## src/rtl/sc_road_scroll_ctrl.sv

```systemverilog
// sc_road_scroll_ctrl: sequences clear/load/shift of the background bank and paces the scroll speed per level.
module sc_road_scroll_ctrl #(
  parameter int PRESCALER_DATAWIDTH = 23,
  parameter logic [PRESCALER_DATAWIDTH-1:0] SPEED_BASE = 23'd5_000_000,
  parameter logic [PRESCALER_DATAWIDTH-1:0] SPEED_STEP = 23'd500_000,
  parameter logic [PRESCALER_DATAWIDTH-1:0] SPEED_MIN = 23'd1_000_000,
  parameter int ROWS_PER_LEVEL = 8,
  parameter int LEVEL_WIDTH = 3
) (
  input  logic                   sc_road_scroll_ctrl_CLOCK_50,
  input  logic                   sc_road_scroll_ctrl_RESET_InLow,
  input  logic                   sc_road_scroll_ctrl_start_In,
  input  logic                   sc_road_scroll_ctrl_crash_In,
  input  logic                   sc_road_scroll_ctrl_bottomside_In,
  output logic                   sc_road_scroll_ctrl_clear_Out,
  output logic                   sc_road_scroll_ctrl_load_Out,
  output logic [1:0]             sc_road_scroll_ctrl_shiftselection_Out,
  output logic [LEVEL_WIDTH-1:0] sc_road_scroll_ctrl_level_Out,
  output logic                   sc_road_scroll_ctrl_running_Out,
  output logic                   sc_road_scroll_ctrl_gameover_Out
);
  localparam int CW = $clog2(ROWS_PER_LEVEL + 1);
  localparam logic [PRESCALER_DATAWIDTH:0] minPlusStep = {1'b0, SPEED_MIN} + {1'b0, SPEED_STEP};
  typedef enum logic [2:0] {IDLE, INIT_CLR, INIT_LOAD, WAIT, SHIFT, CHECK, GAMEOVER} stateT;
  stateT state;
  logic [PRESCALER_DATAWIDTH-1:0] prescaler, threshold;
  logic [CW-1:0] shiftCnt;
  logic [LEVEL_WIDTH-1:0] level;
  logic startQ, startEdge;
  assign startEdge = sc_road_scroll_ctrl_start_In & ~startQ;
  always_ff @(posedge sc_road_scroll_ctrl_CLOCK_50 or negedge sc_road_scroll_ctrl_RESET_InLow)
    if (!sc_road_scroll_ctrl_RESET_InLow) begin
      state     <= IDLE;
      prescaler <= '0;
      threshold <= SPEED_BASE;
      shiftCnt  <= '0;
      level     <= '0;
      startQ    <= 1'b0;
    end else begin
      startQ <= sc_road_scroll_ctrl_start_In;
      case (state)
        IDLE, GAMEOVER:
          if (startEdge) begin
            level     <= '0;
            threshold <= SPEED_BASE;
            shiftCnt  <= '0;
            state     <= INIT_CLR;
          end
        INIT_CLR: state <= INIT_LOAD;
        INIT_LOAD: begin
          prescaler <= '0;
          state     <= WAIT;
        end
        WAIT:
          if (sc_road_scroll_ctrl_crash_In) state <= GAMEOVER;
          else if (prescaler == threshold - PRESCALER_DATAWIDTH'(1)) begin
            prescaler <= '0;
            state     <= SHIFT;
          end else prescaler <= prescaler + 1'b1;
        SHIFT: begin
          shiftCnt <= shiftCnt + 1'b1;
          state    <= CHECK;
        end
        CHECK: begin
          if (shiftCnt == CW'(ROWS_PER_LEVEL)) begin
            shiftCnt  <= '0;
            level     <= (&level) ? level : level + 1'b1;
            threshold <= ({1'b0, threshold} < minPlusStep) ? SPEED_MIN : threshold - SPEED_STEP;
          end
          // bottom reached: reload the bank without clearing it
          state <= sc_road_scroll_ctrl_bottomside_In ? INIT_LOAD : WAIT;
        end
        default: state <= IDLE;
      endcase
    end
  assign sc_road_scroll_ctrl_clear_Out          = state == INIT_CLR;
  assign sc_road_scroll_ctrl_load_Out           = state == INIT_LOAD;
  assign sc_road_scroll_ctrl_shiftselection_Out = {1'b0, state == SHIFT};
  assign sc_road_scroll_ctrl_level_Out          = level;
  assign sc_road_scroll_ctrl_running_Out        = !(state == IDLE || state == GAMEOVER);
  assign sc_road_scroll_ctrl_gameover_Out       = state == GAMEOVER;
endmodule

```

## config.mk

```make
export PLATFORM = sky130hd
export DESIGN_NAME = sc_road_scroll_ctrl
export DESIGN_NICKNAME = d
export VERILOG_FILES = /design/src/rtl/sc_road_scroll_ctrl.sv
export SDC_FILE = /design/constraint.sdc
export NUM_CORES = 1
export LEC_CHECK = 0
export ABC_AREA = 1
export BUFFER_PORTS_ARGS = -buffer_cell sky130_fd_sc_hd__clkbuf_2
export CAP_MARGIN = 20
export CORE_MARGIN = 3
export CORE_UTILIZATION = 55
export DETAILED_ROUTE_END_ITERATION = 8
export GPL_TIMING_DRIVEN = 0
export PLACE_DENSITY_LB_ADDON = 0.3
export SYNTH_ARGS = -nofsm -noshare
export SYNTH_HDL_FRONTEND = slang
export SYNTH_SLANG_ARGS = --single-unit
```

## constraint.sdc

```tcl
create_clock -name sc_road_scroll_ctrl_CLOCK_50 -period 3 [get_ports sc_road_scroll_ctrl_CLOCK_50]
set_clock_uncertainty 0.05 [all_clocks]
set_input_delay 0.3 -clock sc_road_scroll_ctrl_CLOCK_50 [delete_from_list [all_inputs] [get_ports sc_road_scroll_ctrl_CLOCK_50]]
set_output_delay 0.3 -clock sc_road_scroll_ctrl_CLOCK_50 [all_outputs]
set_load 0.03 [all_outputs]
```

==> flow_metrics.tcl <==
set metrics [dict create \
    cts_tree "built" \
    end_kind "register" \
    status "finished clean" \
    fill_cells 573 \
    grt_max_degree 28 \
    syn_to_final_growth_pct 7.29 \
    critical_path_arrival_ns 2.60 \
    yosysUniqueCellTypes 42 \
    wl_per_cell_um 13.7 \
    p_total_uw 2910 \
    die_h_um 89.1 \
    grt_use_met2 0.401 \
    num_vias 3307 \
    antenna_found_initial 0 \
    cts_setup_buffers 0 \
    clkTransAtPathRegs_ns 0.09 \
    timing.fmax_mhz 407 \
    drv_cap 0 \
    seq_area_frac_synth 0.346 \
    hold_viol 0 \
    layout.cells.most_common "nand2_1" \
    drt_first_iter_violations 298 \
    p_seq_frac 0.335 \
    tns_ns 0 \
    startpoint_type "register" \
    top_level_ports 14 \
    mostFrequentLayoutCells "nand2_1, inv_1, dfrtp_1" \
    register_area_sq_mm 0.00131 \
    maxSlewViolCount 0 \
    multiInputGateArea_sq_mm 0.00210 \
    grt_first_pass_wirelength_um 14200 \
    core_area_sq_mm 0.00653 \
    routed_wl_um 8340 \
    grt_pass1_vias 3136 \
    drtPass1Iterations 4 \
    min_period_ns 2.46 \
    finalCritPeriodShare 0.818 \
    power_density_mw_per_mm2 716 \
    p_comb_frac 0.522 \
    setup_viol 0 \
    vias_per_cell 5.41 \
    worst_slew_pin_slew_ns 0.705 \
    hold_slack_ns 0.0650 \
    top_usage_layer "met2" \
    antenna_cells 0 \
    die-area_sq_mm 0.00793 \
    synth_area_sq_mm 0.00379 \
    place_area_sq_mm 0.00397 \
    layout-drive-gt1-share 0.169 \
    clock_sinks 52 \
    synth_seq_cells 52 \
    place_congestion 0.846 \
    required_ns 3.15 \
    clockBufferDepth 2 \
    dp_hpwl_um 6390 \
    grt_use_total 0.228 \
    ir_worst_vdd_uv 549 \
    fin_nets 546 \
    leakage_uw 0.00187 \
    finalNonFillerCells 611 \
    worst_hold_path_type "in -> reg" \
    io_buffers 12 \
    ant_nets 0 \
    synth_edf_count 0 \
    drc 0 \
    synth_cells 512 \
    cts_buffers 5 \
    path_class "reg -> reg" \
    syn_nets 525 \
    die_w_um 89.1 \
    clk_latency_ns 0.31 \
    htree_levels 2 \
    initial_core_util 0.581 \
    synthFlopType "dfrtp_1" \
    grt_use_met3 0.0332 \
    syn_area_per_cell_sq_um 7.41 \
    root_buffer "clkbuf_8" \
    finish.instance_area_sq_mm 0.00407 \
    grt.overflow.total 0 \
    rsz0062_at_grt "false" \
    timing.slew.headroom 0.530 \
    p_switching_uw 1380 \
    dp.cells 602 \
    p_sw_frac 0.473 \
    synthArstFlopShare 1.00 \
    intPower_uw 1540 \
    worstPathMaxFanout 10 \
    power_frac_clock 0.144 \
    grt_use_met1 0.297 \
    ys_warn_count 0 \
    rows 29 \
]
-- synth_stat cells (2+ instances only) --
cell | instances | area share
nand3_2 | 5 | 0.013
nor2_4 | 4 | 0.012
buf_6 | 5 | 0.015
ha_1 | 8 | 0.026
dfstp_2 | 8 | 0.055
nor3_1 | 7 | 0.0092
dfrtp_1 | 44 | 0.29
nor4_1 | 3 | 0.0049
o22ai_1 | 11 | 0.018
nand4_1 | 9 | 0.015
nand2_2 | 6 | 0.0099
a22oi_1 | 4 | 0.0079
buf_2 | 6 | 0.0079
a21oi_1 | 4 | 0.0053
nand2_1 | 132 | 0.13
nand3b_1 | 4 | 0.0079
nor2_2 | 16 | 0.026
inv_1 | 65 | 0.064
o21ai_1 | 2 | 0.0026
o21ai_0 | 24 | 0.032
xor2_1 | 32 | 0.074
nand3_1 | 37 | 0.049
o22ai_2 | 9 | 0.030
xnor2_1 | 6 | 0.014
nor2_1 | 40 | 0.040
inv_2 | 5 | 0.0049
-- per-layer routing --
metal / vias to the layer above / wire, um / share of wire
met3: 7 / 435 / 0.052
met5: - / 0 / 0
met1: 1561 / 3660 / 0.44
met4: 0 / 76 / 0.0091
met2: 58 / 4170 / 0.50
li1: 1681 / - / -
-- flip-flops by register name, indices dropped and copies added, names as in the netlist --
| name | count |
|---|---|
| state | 3 |
| sc_road_scroll_ctrl_level_Out | 3 |
| shiftCnt | 4 |
| prescaler | 23 |
| threshold | 18 |
| startQ | 1 |
-- power by group through the flow --
stage               Clock, uW  Combinational [uW]  Sequential (uW)
finish                    418                1520              975
floorplan                   0                1170              976
CTS                       430                1520              973
global route              456                1710              993
global placement            0                1480              981
detailed placement          0                1510              987
-- worst paths after layout --
| path | to | start | slack [ns] | depth (start not counted) |
|---|---|---|---|---|
| worst max-delay path | prescaler[15] | threshold[6] | 0.54 | 15 |
| worst min-delay path | startQ | sc_road_scroll_ctrl_start_In | 0.07 | 1 |
| worst max register to register | prescaler[15] | threshold[6] | 0.54 | 15 |
| worst min register to register | sc_road_scroll_ctrl_level_Out[1] | sc_road_scroll_ctrl_level_Out[1] | 0.47 | 2 |
| max in group asynchronous | threshold[6] | sc_road_scroll_ctrl_RESET_InLow | 1.72 | 3 |
| min in group asynchronous | threshold[16] | sc_road_scroll_ctrl_RESET_InLow | 0.51 | 2 |
-- worst max-delay path: stages (launching register included) --
cell,delay [ns]
dfstp_2,0.57
inv_1,0.05
ha_1,0.21
nand2_1,0.16
nand2_1,0.10
nand2_1,0.07
nand2_1,0.05
nor2_1,0.12
nand2_1,0.08
nor2_1,0.10
nand3_1,0.09
nor2_2,0.12
nand3_2,0.15
nand2_4,0.16
buf_6,0.19
o22ai_1,0.08
-- timing repair --
item                      CTS  global route
hold endpoints to repair    3             0
hold buffers                1             0
gates resized for setup     0             0
-- per-stage QoR --
step | setup slack, ns | utilization
6_report | 0.545 | 0.623
5_1_grt | 0.335 | 0.623
4_1_cts | 0.564 | 0.623
3_5_place_dp | 0.614 | 0.608
3_3_place_gp | 0.642 | 0.605
2_1_floorplan | 0.930 | -
-- final cells by class --
| type | instances | area share |
|---|---|---|
| multi-input cells | 375 | 0.516 |
| flip-flops and latches | 52 | 0.322 |
| inverters | 70 | 0.0646 |
| plain buffers | 15 | 0.0289 |
| well taps | 77 | 0.0237 |
| clock buffers | 8 | 0.0221 |
| repair buffers | 14 | 0.0221 |
-- cell families (layout without fill, tap and decap cells) --
family                     after synthesis  after routing  share of synthesized area
and+or+nand+nor                        267            267                      0.325
buffers and inverters                   85            107                      0.100
AOI/OAI and AO/OA                       60             60                      0.111
DFF                                     52             52                      0.346
xor gates and xnor gates                38             38                     0.0877
adders and majority gates                8              8                     0.0264
other                                    1              1                   0.000988
muxes                                    1              1                    0.00264
No activity file was read; power rests on OpenSTA's default activity.
